--- config.mk ---
export PLATFORM = sky130hd
export DESIGN_NAME = matrix_add_sched_flat
export DESIGN_NICKNAME = d
export VERILOG_FILES = /design/src/rtl/matrix_add_sched_if.sv /design/src/rtl/matrix_add_sched.sv /design/src/flat_wrapper.sv
export SDC_FILE = /design/constraint.sdc
export NUM_CORES = 1
export LEC_CHECK = 0
export BUFFER_PORTS_ARGS = -buffer_cell sky130_fd_sc_hd__buf_2
export CAP_MARGIN = 10
export CORE_UTILIZATION = 48
export DETAILED_ROUTE_END_ITERATION = 8
export PLACE_DENSITY_LB_ADDON = 0.25
export SLEW_MARGIN = 20
export SYNTH_ARGS = -nofsm -noshare
export SYNTH_HDL_FRONTEND = slang
export SYNTH_SLANG_ARGS = --single-unit
--- constraint.sdc ---
create_clock -name clk -period 3.9 [get_ports clk]
set_input_delay 0.39 -clock clk [delete_from_list [all_inputs] [get_ports clk]]
set_output_delay 0.39 -clock clk [all_outputs]
set_load 0.02 [all_outputs]
--- src/rtl/matrix_add_sched_if.sv ---
// Bundled job-control, operand-read, adder and result-write signals of the
// matrix_add_sched block. The slave modport is the scheduler's view; the
// master modport is the surrounding memories/adder/controller.
interface matrix_add_sched_if #(
  parameter int ADDR_W = 16
);
  logic              start;
  logic [ADDR_W-1:0] len;
  logic              busy;
  logic              done;
  logic              err;
  logic              rd_en;
  logic [ADDR_W-1:0] rd_addr;
  logic [31:0]       rd_a;
  logic [31:0]       rd_b;
  logic              add_start;
  logic [31:0]       add_a;
  logic [31:0]       add_b;
  logic              add_done;
  logic [31:0]       add_result;
  logic              wr_en;
  logic [ADDR_W-1:0] wr_addr;
  logic [31:0]       wr_data;
  logic [31:0]       stall_cnt;

  modport master (
    output start, len, rd_a, rd_b, add_done, add_result,
    input  busy, done, err, rd_en, rd_addr, add_start, add_a, add_b,
           wr_en, wr_addr, wr_data, stall_cnt
  );

  modport slave (
    input  start, len, rd_a, rd_b, add_done, add_result,
    output busy, done, err, rd_en, rd_addr, add_start, add_a, add_b,
           wr_en, wr_addr, wr_data, stall_cnt
  );
endinterface

--- src/rtl/matrix_add_sched.sv ---
// Credit-based scheduler for C[i] = A[i] + B[i] over an external pipelined
// adder. Reads are issued only while fewer than CREDITS adds are in flight so
// the downstream result FIFO can never overflow. Results return in order and
// are written back one cycle after each add_done.
//
// Optional feature: define MATRIX_ADD_SCHED_STALL_CNT_EN to build the
// saturating credit-stall counter on stall_cnt; otherwise stall_cnt is tied 0.
//
// state | meaning
// IDLE  | no job; waiting for start
// RUN   | issuing operand reads (credit permitting)
// DRAIN | all reads issued; waiting for the remaining results
module matrix_add_sched #(
  parameter int ADDR_W  = 16,
  parameter int CREDITS = 8
) (
  input  logic              clk,
  input  logic              reset,
  matrix_add_sched_if.slave bus
);

  localparam int             IW       = $clog2(CREDITS + 1);
  localparam logic [IW-1:0]  CRED_MAX = IW'(CREDITS);

  typedef enum logic [1:0] {IDLE, RUN, DRAIN} state_t;

  state_t            state, state_nxt;
  logic [ADDR_W-1:0] len_q;
  logic [ADDR_W-1:0] issued;
  logic [ADDR_W-1:0] written;
  logic [IW-1:0]     inflight;
  logic              add_start_q;
  logic              wr_en_q;
  logic [ADDR_W-1:0] wr_addr_q;
  logic [31:0]       wr_data_q;
  logic              done_q;
  logic              err_q;

  logic rd_fire, done_ok, done_bad, start_ok, start_zero, last_wr, last_rd;

  // Qualify the handshakes once so the FSM and datapath agree on them.
  always_comb begin
    start_ok   = (state == IDLE) && bus.start && (bus.len != '0);
    start_zero = (state == IDLE) && bus.start && (bus.len == '0);
    rd_fire    = (state == RUN) && (issued < len_q) && (inflight < CRED_MAX);
    last_rd    = rd_fire && (issued == len_q - ADDR_W'(1));
    // A completion with nothing outstanding, or outside a job, is a protocol error.
    done_ok    = bus.add_done && (state != IDLE) && (inflight != '0);
    done_bad   = bus.add_done && !done_ok;
    last_wr    = wr_en_q && (state != IDLE) && (wr_addr_q == len_q - ADDR_W'(1));
  end

  // State register.
  always_ff @(posedge clk or posedge reset) begin
    if (reset) state <= IDLE;
    else       state <= state_nxt;
  end

  // Next-state logic.
  always_comb begin
    state_nxt = state;
    case (state)
      IDLE:    if (start_ok) state_nxt = RUN;
      RUN:     if (last_rd)  state_nxt = DRAIN;
      DRAIN:   if (last_wr)  state_nxt = IDLE;
      default: state_nxt = IDLE;
    endcase
  end

  // Job counters, credit tracking, result write-back and status flags.
  always_ff @(posedge clk or posedge reset) begin
    if (reset) begin
      len_q       <= '0;
      issued      <= '0;
      written     <= '0;
      inflight    <= '0;
      add_start_q <= 1'b0;
      wr_en_q     <= 1'b0;
      wr_addr_q   <= '0;
      wr_data_q   <= '0;
      done_q      <= 1'b0;
      err_q       <= 1'b0;
    end else begin
      if (start_ok) begin
        len_q  <= bus.len;
        issued <= '0;
      end else if (rd_fire) begin
        issued <= issued + ADDR_W'(1);
      end

      if (start_ok)     written <= '0;
      else if (done_ok) written <= written + ADDR_W'(1);

      // Simultaneous issue and completion leave the credit count unchanged.
      case ({rd_fire, done_ok})
        2'b10:   inflight <= inflight + IW'(1);
        2'b01:   inflight <= inflight - IW'(1);
        default: inflight <= inflight;
      endcase

      add_start_q <= rd_fire;
      wr_en_q     <= done_ok;
      if (done_ok) begin
        wr_addr_q <= written;
        wr_data_q <= bus.add_result;
      end

      done_q <= start_zero || last_wr;
      if (done_bad) err_q <= 1'b1;
    end
  end

`ifdef MATRIX_ADD_SCHED_STALL_CNT_EN
  logic [31:0] stall_q;

  // Count cycles where work remains but every credit is consumed.
  always_ff @(posedge clk or posedge reset) begin
    if (reset) begin
      stall_q <= '0;
    end else if (start_ok) begin
      stall_q <= '0;
    end else if ((state == RUN) && (issued < len_q) && (inflight == CRED_MAX)
                 && (stall_q != '1)) begin
      stall_q <= stall_q + 32'd1;
    end
  end

  assign bus.stall_cnt = stall_q;
`else
  assign bus.stall_cnt = '0;
`endif

  // Operands are only presented while add_start is high so the adder inputs
  // stay quiet (and zero in reset) between issues.
  assign bus.busy      = (state != IDLE);
  assign bus.done      = done_q;
  assign bus.err       = err_q;
  assign bus.rd_en     = rd_fire;
  assign bus.rd_addr   = issued;
  assign bus.add_start = add_start_q;
  assign bus.add_a     = add_start_q ? bus.rd_a : '0;
  assign bus.add_b     = add_start_q ? bus.rd_b : '0;
  assign bus.wr_en     = wr_en_q;
  assign bus.wr_addr   = wr_addr_q;
  assign bus.wr_data   = wr_data_q;

endmodule

--- src/flat_wrapper.sv ---
// flat-port wrapper written by rule: the top's interface ports become plain ports
module matrix_add_sched_flat 
#(
  parameter int ADDR_W  = 16,
  parameter int CREDITS = 8
)
  (clk, reset, bus_start, bus_len, bus_rd_a, bus_rd_b, bus_add_done, bus_add_result, bus_busy, bus_done, bus_err, bus_rd_en, bus_rd_addr, bus_add_start, bus_add_a, bus_add_b, bus_wr_en, bus_wr_addr, bus_wr_data, bus_stall_cnt);
  matrix_add_sched_if #(.ADDR_W(ADDR_W)) bus_i ();
  input  logic clk;
  input  logic reset;
  input wire logic [$bits(bus_i.start)-1:0] bus_start;
  input wire logic [$bits(bus_i.len)-1:0] bus_len;
  input wire logic [$bits(bus_i.rd_a)-1:0] bus_rd_a;
  input wire logic [$bits(bus_i.rd_b)-1:0] bus_rd_b;
  input wire logic [$bits(bus_i.add_done)-1:0] bus_add_done;
  input wire logic [$bits(bus_i.add_result)-1:0] bus_add_result;
  output wire logic [$bits(bus_i.busy)-1:0] bus_busy;
  output wire logic [$bits(bus_i.done)-1:0] bus_done;
  output wire logic [$bits(bus_i.err)-1:0] bus_err;
  output wire logic [$bits(bus_i.rd_en)-1:0] bus_rd_en;
  output wire logic [$bits(bus_i.rd_addr)-1:0] bus_rd_addr;
  output wire logic [$bits(bus_i.add_start)-1:0] bus_add_start;
  output wire logic [$bits(bus_i.add_a)-1:0] bus_add_a;
  output wire logic [$bits(bus_i.add_b)-1:0] bus_add_b;
  output wire logic [$bits(bus_i.wr_en)-1:0] bus_wr_en;
  output wire logic [$bits(bus_i.wr_addr)-1:0] bus_wr_addr;
  output wire logic [$bits(bus_i.wr_data)-1:0] bus_wr_data;
  output wire logic [$bits(bus_i.stall_cnt)-1:0] bus_stall_cnt;
  assign bus_i.start = bus_start;
  assign bus_i.len = bus_len;
  assign bus_i.rd_a = bus_rd_a;
  assign bus_i.rd_b = bus_rd_b;
  assign bus_i.add_done = bus_add_done;
  assign bus_i.add_result = bus_add_result;
  assign bus_busy = bus_i.busy;
  assign bus_done = bus_i.done;
  assign bus_err = bus_i.err;
  assign bus_rd_en = bus_i.rd_en;
  assign bus_rd_addr = bus_i.rd_addr;
  assign bus_add_start = bus_i.add_start;
  assign bus_add_a = bus_i.add_a;
  assign bus_add_b = bus_i.add_b;
  assign bus_wr_en = bus_i.wr_en;
  assign bus_wr_addr = bus_i.wr_addr;
  assign bus_wr_data = bus_i.wr_data;
  assign bus_stall_cnt = bus_i.stall_cnt;
  matrix_add_sched #(.ADDR_W(ADDR_W), .CREDITS(CREDITS)) u_core (.clk(clk), .reset(reset), .bus(bus_i));
endmodule
==> summary.txt, run 1 <==
Status
  • Status: completed

Layout
  • Commonest non-fill, non-tap cell in the layout: buf_2
  • Final std cells w/o fill: 1,043
  • Most frequent cells in the layout: buf_2 (249), dfrtp_1 (105), and2_1 (67)
  • Fin nets: 1,005
  • Layout cell share with drive strength beyond 1: 38.3%
  • Antenna diodes: 0
  • Area Growth Syn to Fin: 25.2%

Logic synthesis
  • Mapped Cells: 628
  • Top cell type's share of synthesized area: 42.0%
  • Ys Warns: 0
  • Unique masters post-synth: 56
  • Synth top area cells: dfrtp_1 (42%), mux2_2 (8.6%), and2_1 (6.6%)
  • Synthesized area per cell: 10.1 um^2
  • EDFF count, synth: 0
  • Synthesized cell area: 6310 um^2
  • Predominant post-synthesis flop cell: dfrtp_1
  • Seq/Total Area, Yosys: 42.0%
  • Post-synth top area cell: dfrtp_1
  • Ys async rst share: 100%
  • Seq cells post-synth: 106

Power and ir drop
  • Part of the power in combinational logic: 42.7%
  • Pleak: 3.98 nW
  • Clock power frac: 20.1%
  • Int Power: 2.63 mW
  • Flop pwr share: 37.1%
  • Switching pwr: 1.86 mW
  • Switching share of power: 41.5%
  • Maximum vdd ir drop: 398 uV
  • Design Power: 4.49 mW
  • Pwr dens: 568 nW/um^2

STA
  • RSZ-0062 raised after global routing: false
  • Final sum of negative setup slack: 0 ns
  • Setup violators final: 0
  • Fmax: 318 MHz
  • Post-route worst setup slack: 0.753 ns
  • Relative slew slack: 39.5%
  • Final Cycle Share: 80.7%
  • Skew final: 0.00559 ns
  • Fin. Hold Viols: 0
  • Final Max Tran Viols: 0
  • Tightest Pin Transition: 0.906 ns
  • Minimum clock period: 3.15 ns

Placement
  • Port Buf Inserts: 249
  • Pre-CTS setup slack: 0.789 ns
  • DP HPWL: 13.5 mm
  • Dpl cells: 1,028
  • GPL Wtd Cong: 0.941

Clock network
  • Worst-skew pair later-pin latency: 0.35 ns
  • Root buffer cell: clkbuf_16
  • Inserted Clock Buffers: 9
  • # resized after CTS: 0
  • CTS Hold Buffers Added: 0
  • CTS Sinks: 106
  • CTS max path bufs: 2
  • TritonCTS clock tree: built
  • Clock slew at reported path FFs: 0.07 ns
  • Post-CTS setup buffers: 0
  • CTS H-tree lvls: 3

Floorplanning
  • Row count: 41
  • Die width: 117 um
  • I/O pins: 282
  • Die height: 117 um
  • Area of the core: 12,700 um^2
  • DIE AREA: 13,600 um^2
  • Initial Util: 49.6%

GRT
  • Antenna violations before repair: 0
  • GRT overflow: 0
  • Vias in the first global route: 5,249
  • First-pass GRT wire length: 26.2 mm
  • Pin count of the biggest net entering global routing: 66
  • Total GRT Usage: 25.8%

Critical path
  • CP Max Fanout: 5
  • Crit. Startpoint: u_core.len_q[9]
  • Setup crit end: u_core.inflight[2]
  • Crit path kind: register to register
  • Worst EP required: 4.13 ns
  • R2R Setup Slk: 0.75 ns
  • Crit end category: register
  • Worst r2r path cells: 14
  • RR Endpoint: u_core.inflight[2]
  • Reg2reg start: u_core.len_q[9]
  • Crit path arrival time: 3.38 ns
  • Critical Path Start Type: register

Route
  • Routed Wire Length: 17.0 mm
  • Via density per instance: 5.17
  • Iteration-0 DRC Markers: 283
  • First drt pass iteration count: 4
  • Vias: 5,391
  • Per-cell routed wire length: 16.3 um
  • Drc violations: 0
  • Antenna-violating nets left: 0

Min path
  • Worst hold path type: input pin to async pin

Job
  • Maxcap violations: 0
cell usage after synthesis, drive strengths merged, types with 20 or more instances:
library cell	count
dfrtp	106
and2	69
mux2	48
nand2	38
buf	34
o21ai	33
nor2	28
xnor2	28
inv	26
clkbuf	25
xor2	23
ha	22
a21oi	20
how the worst min path moves through the flow:
stage / startpoint / endpoint / slack [ns] / cells past startpoint
final: reset / u_core.bus.wr_data[29] / 0.02 / 2
after global routing: reset / u_core.bus.wr_data[29] / 0.05 / 2
after CTS: reset / u_core.bus.wr_data[23] / 0.03 / 2
after floorplan: u_core.inflight[3] / u_core.inflight[3] / 0.47 / 1
after detailed placement: reset / u_core.bus.wr_data[27] / 0.40 / 2
after global placement: reset / u_core.bus.wr_data[28] / 0.39 / 2
cells by family (layout without fill, tap and decap cells):
family          Yosys count  in the layout  synth area share [%]
other cells               1             32                0.0594
flops                   106            106                  42.0
compound gates           77             77                  7.24
fa+ha+maj                22             22                  4.36
xor+xnor                 57             57                  9.22
buf+inv                  85            297                  7.10
simple gates            227            227                  20.7
mux                      53             53                  9.36
final cells by class:
type | count | area [um^2]
Clock buffer | 9 | 225
Inverter | 26 | 100
Sequential cell | 106 | 2650
Fill cell | 1112 | 4820
Tap cell | 172 | 215
Clock inverter | 6 | 66.3
Timing Repair Buffer | 256 | 1300
Multi-Input combinational cell | 468 | 3340
registers in the layout, indices dropped and copies added, names as in the netlist:
signal and count:
u_core.state 2, u_core.bus.add_start 1, u_core.len_q 16, u_core.bus.err 1, u_core.bus.rd_addr 16, u_core.bus.done 1, u_core.inflight 4, u_core.written 16
u_core.bus.wr_addr 16, u_core.bus.wr_data 32, u_core.bus.wr_en 1
worst max-delay path: stages, from the launching register on:
cell     delay (ns)
dfrtp_1        0.41
inv_1          0.14
ha_1           0.27
a21oi_1        0.14
nor2b_1        0.06
o21ai_0        0.17
or4b_1         0.48
a21o_1         0.20
ha_1           0.27
xor2_1         0.19
ha_1           0.20
a21oi_1        0.14
xor2_1         0.17
nor2_1         0.06
xor2_1         0.13
stage by stage:
stage               hold WS (ns)  util, %  area (um^2)
floorplan                  0.465        -         6430
global placement           0.394     59.8         7610
detailed placement         0.403     59.8         7610
CTS                       0.0251     62.1         7900
global route              0.0549     62.1         7900
finish                    0.0193     62.1         7900
metal layers:
layer  global-route usage [%]  vias up  routed length (um)
li1                         -     2580                   -
met1                     32.0     2536                7030
met2                     43.2      243                8130
met3                     3.89       32                1160
met4                     14.3        0                 650
met5                        0        -                   0
power by group through the flow:
| stage | Combinational, mW | Clock, mW | Sequential, mW |
|---|---|---|---|
| after floorplan | 1.17 | 0 | 1.78 |
| after global placement | 1.89 | 0 | 1.65 |
| after detailed placement | 1.93 | 0 | 1.68 |
| after CTS | 1.93 | 0.928 | 1.66 |
| after global routing | 2.09 | 0.979 | 1.72 |
| final | 1.92 | 0.904 | 1.66 |
Power figures use the tool's default switching activity.
==> run 2: changes to the inputs <==
ABC_AREA = 1   (was default)
CORE_UTILIZATION = 44   (was 48)
clock period = 2.8 ns   (was 3.9 ns; I/O delays follow)
==> run 2 against run 1 <==
Flip-flop and latch count stayed put. Critical path type is now register to output port. Combinational power is 100% higher. Cell count is 36% higher. Clock skew is 0.0013 ns lower. Global-route usage is 0.52 points lower. Cell area is 8.0% higher. Non-clock buffer count is 20 higher. Clock-buffer cell count is 2 higher. Register-to-register slack worse by 0.52 ns. Setup slack worse by 0.57 ns.
==> summary.txt, run 2 <==
GRT
  • Vias in the first global route: 6,151 (+17%)
  • Pin count of the biggest net entering global routing: 49 (-26%)
  • Total GRT Usage: 25.2% (-0.52 points)
  • GRT overflow: 0 (unchanged)
  • Antenna violations before repair: 1 (+1)
  • First-pass GRT wire length: 31.3 mm (+19%)

Route
  • Per-cell routed wire length: 14.2 um (-13%)
  • Vias: 6,818 (+26%)
  • Antenna-violating nets left: 0 (unchanged)
  • Drc violations: 0 (unchanged)
  • First drt pass iteration count: 5 (+1)
  • Routed Wire Length: 20.1 mm (+19%)
  • Via density per instance: 4.80 (-7.0%)
  • Iteration-0 DRC Markers: 444 (+57%)

STA
  • Fin. Hold Viols: 0 (unchanged)
  • Final Cycle Share: 93.5%
  • Post-route worst setup slack: 0.182 ns (-0.571 ns)
  • RSZ-0062 raised after global routing: true
  • Tightest Pin Transition: 0.768 ns (-0.139 ns)
  • Relative slew slack: 48.7% (+9.3 points)
  • Final Max Tran Viols: 0 (unchanged)
  • Skew final: 0.00430 ns (-0.00129 ns)
  • Fmax: 382 MHz
  • Minimum clock period: 2.62 ns
  • Final sum of negative setup slack: 0 ns (unchanged)
  • Setup violators final: 0 (unchanged)

Layout
  • Area Growth Syn to Fin: 26.5%
  • Most frequent cells in the layout: nand2_1 (324), buf_2 (249), inv_1 (147)
  • Layout cell share with drive strength beyond 1: 26.1% (-12 points)
  • Commonest non-fill, non-tap cell in the layout: nand2_1
  • Final std cells w/o fill: 1,419 (+36%)
  • Fin nets: 1,368 (+36%)
  • Antenna diodes: 0 (unchanged)
  • Fill count: 1,475 (+33%)
  • Max reg flops: 32 (unchanged)

Power and ir drop
  • Switching share of power: 47.5% (+6.0 points)
  • Pleak: 5.09 nW (+28%)
  • Flop pwr share: 31.9% (-5.2 points)
  • Maximum vdd ir drop: 485 uV (+22%)
  • Clock power frac: 17.5% (-2.6 points)
  • Int Power: 4.03 mW (+53%)
  • Switching pwr: 3.65 mW (+96%)
  • Part of the power in combinational logic: 50.5% (+7.8 points)
  • Pwr dens: 900 nW/um^2 (+58%)

Critical path
  • CP Max Fanout: 15 (+10)
  • Max incr delay on CP: 0.43 ns (-0.05 ns)
  • Critical Path Start Type: register
  • Worst EP required: 2.52 ns (-1.61 ns)
  • Crit path arrival time: 2.34 ns (-1.04 ns)
  • Crit end category: output port
  • Worst path top cell family by delay: buffers and inverters
  • Most frequent CP cell: nand2_1
  • CP cell instances: inv_2 > ha_1 > nand2_1 > o21ai_0 > nand2_1 > nand2_1 > nand2_1 > nand4_1 > buf_6 > clkinvlp_4 > buf_2
  • Crit path kind: register to output port
  • CP max-delay cell: dfrtp_1
  • CP bufs+invs: 4 (+3)

Min path
  • Worst hold path type: input pin to async pin

Logic synthesis
  • Ys async rst share: 100% (unchanged)
  • Seq cells post-synth: 106 (unchanged)
  • Synth top area cells: dfrtp_1 (39%), nand2_1 (18%), inv_1 (8.3%)
  • Unique masters post-synth: 37 (-34%)
  • Count leader, synth: nand2_1
  • Synthesized cell area: 6750 um^2 (+6.9%)
  • Predominant post-synthesis flop cell: dfrtp_1
  • Top cell type's share of synthesized area: 39.3% (-2.7 points)
  • Post-synth top area cell: dfrtp_1
  • Seq/Total Area, Yosys: 39.3% (-2.7 points)
  • Ys Warns: 0 (unchanged)
  • Post-synth top cells: nand2_1 (324), inv_1 (149), dfrtp_1 (106)
  • Mapped Cells: 971 (+55%)
  • EDFF count, synth: 0 (unchanged)
  • Synthesized area per cell: 6.95 um^2 (-31%)

Floorplanning
  • Row count: 44 (+7.3%)
  • Area of the core: 14,800 um^2 (+16%)
  • I/O pins: 282 (unchanged)
  • Initial Util: 45.7% (-3.9 points)
  • Die width: 126 um (+7.8%)
  • DIE AREA: 15,800 um^2 (+16%)
  • Die height: 126 um (+7.8%)

Job
  • Maxcap violations: 0 (unchanged)

Clock network
  • CTS Hold Buffers Added: 0 (unchanged)
  • Clock slew at reported path FFs: 0.07 ns (about the same)
  • Root buffer cell: clkbuf_16
  • TritonCTS clock tree: built
  • Inserted Clock Buffers: 9 (unchanged)
  • CTS H-tree lvls: 3 (unchanged)
  • CTS Sinks: 106 (unchanged)
  • CTS max path bufs: 2 (unchanged)
  • Worst-skew pair later-pin latency: 0.35 ns (about the same)

Status
  • Status: completed

Placement
  • DP HPWL: 16.2 mm (+20%)
  • GPL Wtd Cong: 0.949 (+0.83%)
  • Pre-CTS setup slack: 0.206 ns (-0.583 ns)
  • Port Buf Inserts: 249 (unchanged)
  • Dpl cells: 1,398 (+36%)
## run 2: worst reg2reg max path: cells and delay by family (launching register included)
kind / cells / cell delay [ns]
buffers and inverters: 2 / 0.13
XOR/XNOR: 2 / 0.33
flip-flops: 1 / 0.40
AO/OA/AOI/OAI: 4 / 0.52
AND/OR/NAND/NOR: 3 / 0.32
adder cells (fa/ha/maj): 3 / 0.77
## run 2: area by class of cell
class                   instances  area [um^2]  share of cell area (%)
flip-flops and latches        106         2650                    31.1
clock buffers                  11          243                    2.84
clock inverters                 5         68.8                   0.806
multi-input cells             680         3260                    38.2
repair buffers                276         1480                    17.3
inverters                     157          597                    6.99
well taps                     184          230                    2.70
## run 2: worst paths after layout
kind,from,endpoint,slack (ns),cells past startpoint
setup / recovery,u_core.len_q[3],bus_rd_en,0.18,11
hold / removal,reset,u_core.bus.wr_data[5],0.05,2
setup reg to reg,u_core.len_q[13],u_core.inflight[2],0.23,14
hold reg to reg,u_core.bus.err,u_core.bus.err,0.47,1
max in group asynchronous,reset,u_core.bus.add_start,2.07,3
min in group clk,bus_add_result[15],u_core.bus.wr_data[15],0.12,3
## run 2: power by group through the flow
stage               Combinational (mW)  Clock, mW  Sequential (mW)
finish                            3.88       1.35             2.45
CTS                               3.83       1.38             2.44
global placement                  3.77          0             2.45
detailed placement                3.83          0             2.45
global route                      4.31       1.44             2.52
floorplan                         2.37          0             2.70
## run 2: repair_timing
action                                  CTS  global route
resized for setup                         0             3
buffers inserted                          0             5
endpoints found under the setup margin    0             3
endpoints found under the hold margin     0             0
## run 2: metal layers
layer  wire [um]  vias to the layer above  global-route usage [%]  share of wire [%]
li1            -                     3471                       -                  -
met1        8950                     3066                    32.6                 44
met2        9500                      250                    42.8                 47
met3        1140                       29                    3.78                5.7
met4         531                        2                    9.71                2.6
met5          10                        -                       0              0.050
## run 2: cell families (layout without fill, tap and decap cells)
group                      count (synthesis)  in the layout  synth area share [%]
xor gates and xnor gates                  18             18                  2.34
and+or+nand+nor                          519            519                  33.2
other                                      1             32                0.0556
AOI/OAI and AO/OA                         88             88                  6.77
adders and majority gates                 22             22                  4.08
buffers and inverters                    216            449                  14.1
DFF                                      106            106                  39.3
muxes                                      1              1                 0.167
## run 2: metrics by stage
stage               util, %  cell area, um^2  total power [mW]  hold slack (ns)
CTS                    57.5             8490              7.64           0.0708
global route           57.8             8530              8.28           0.0955
global placement       55.4             8170              6.22            0.453
detailed placement     55.4             8170              6.28            0.452
floorplan                 -             6870              5.06            0.390
finish                 57.8             8530              7.68           0.0534
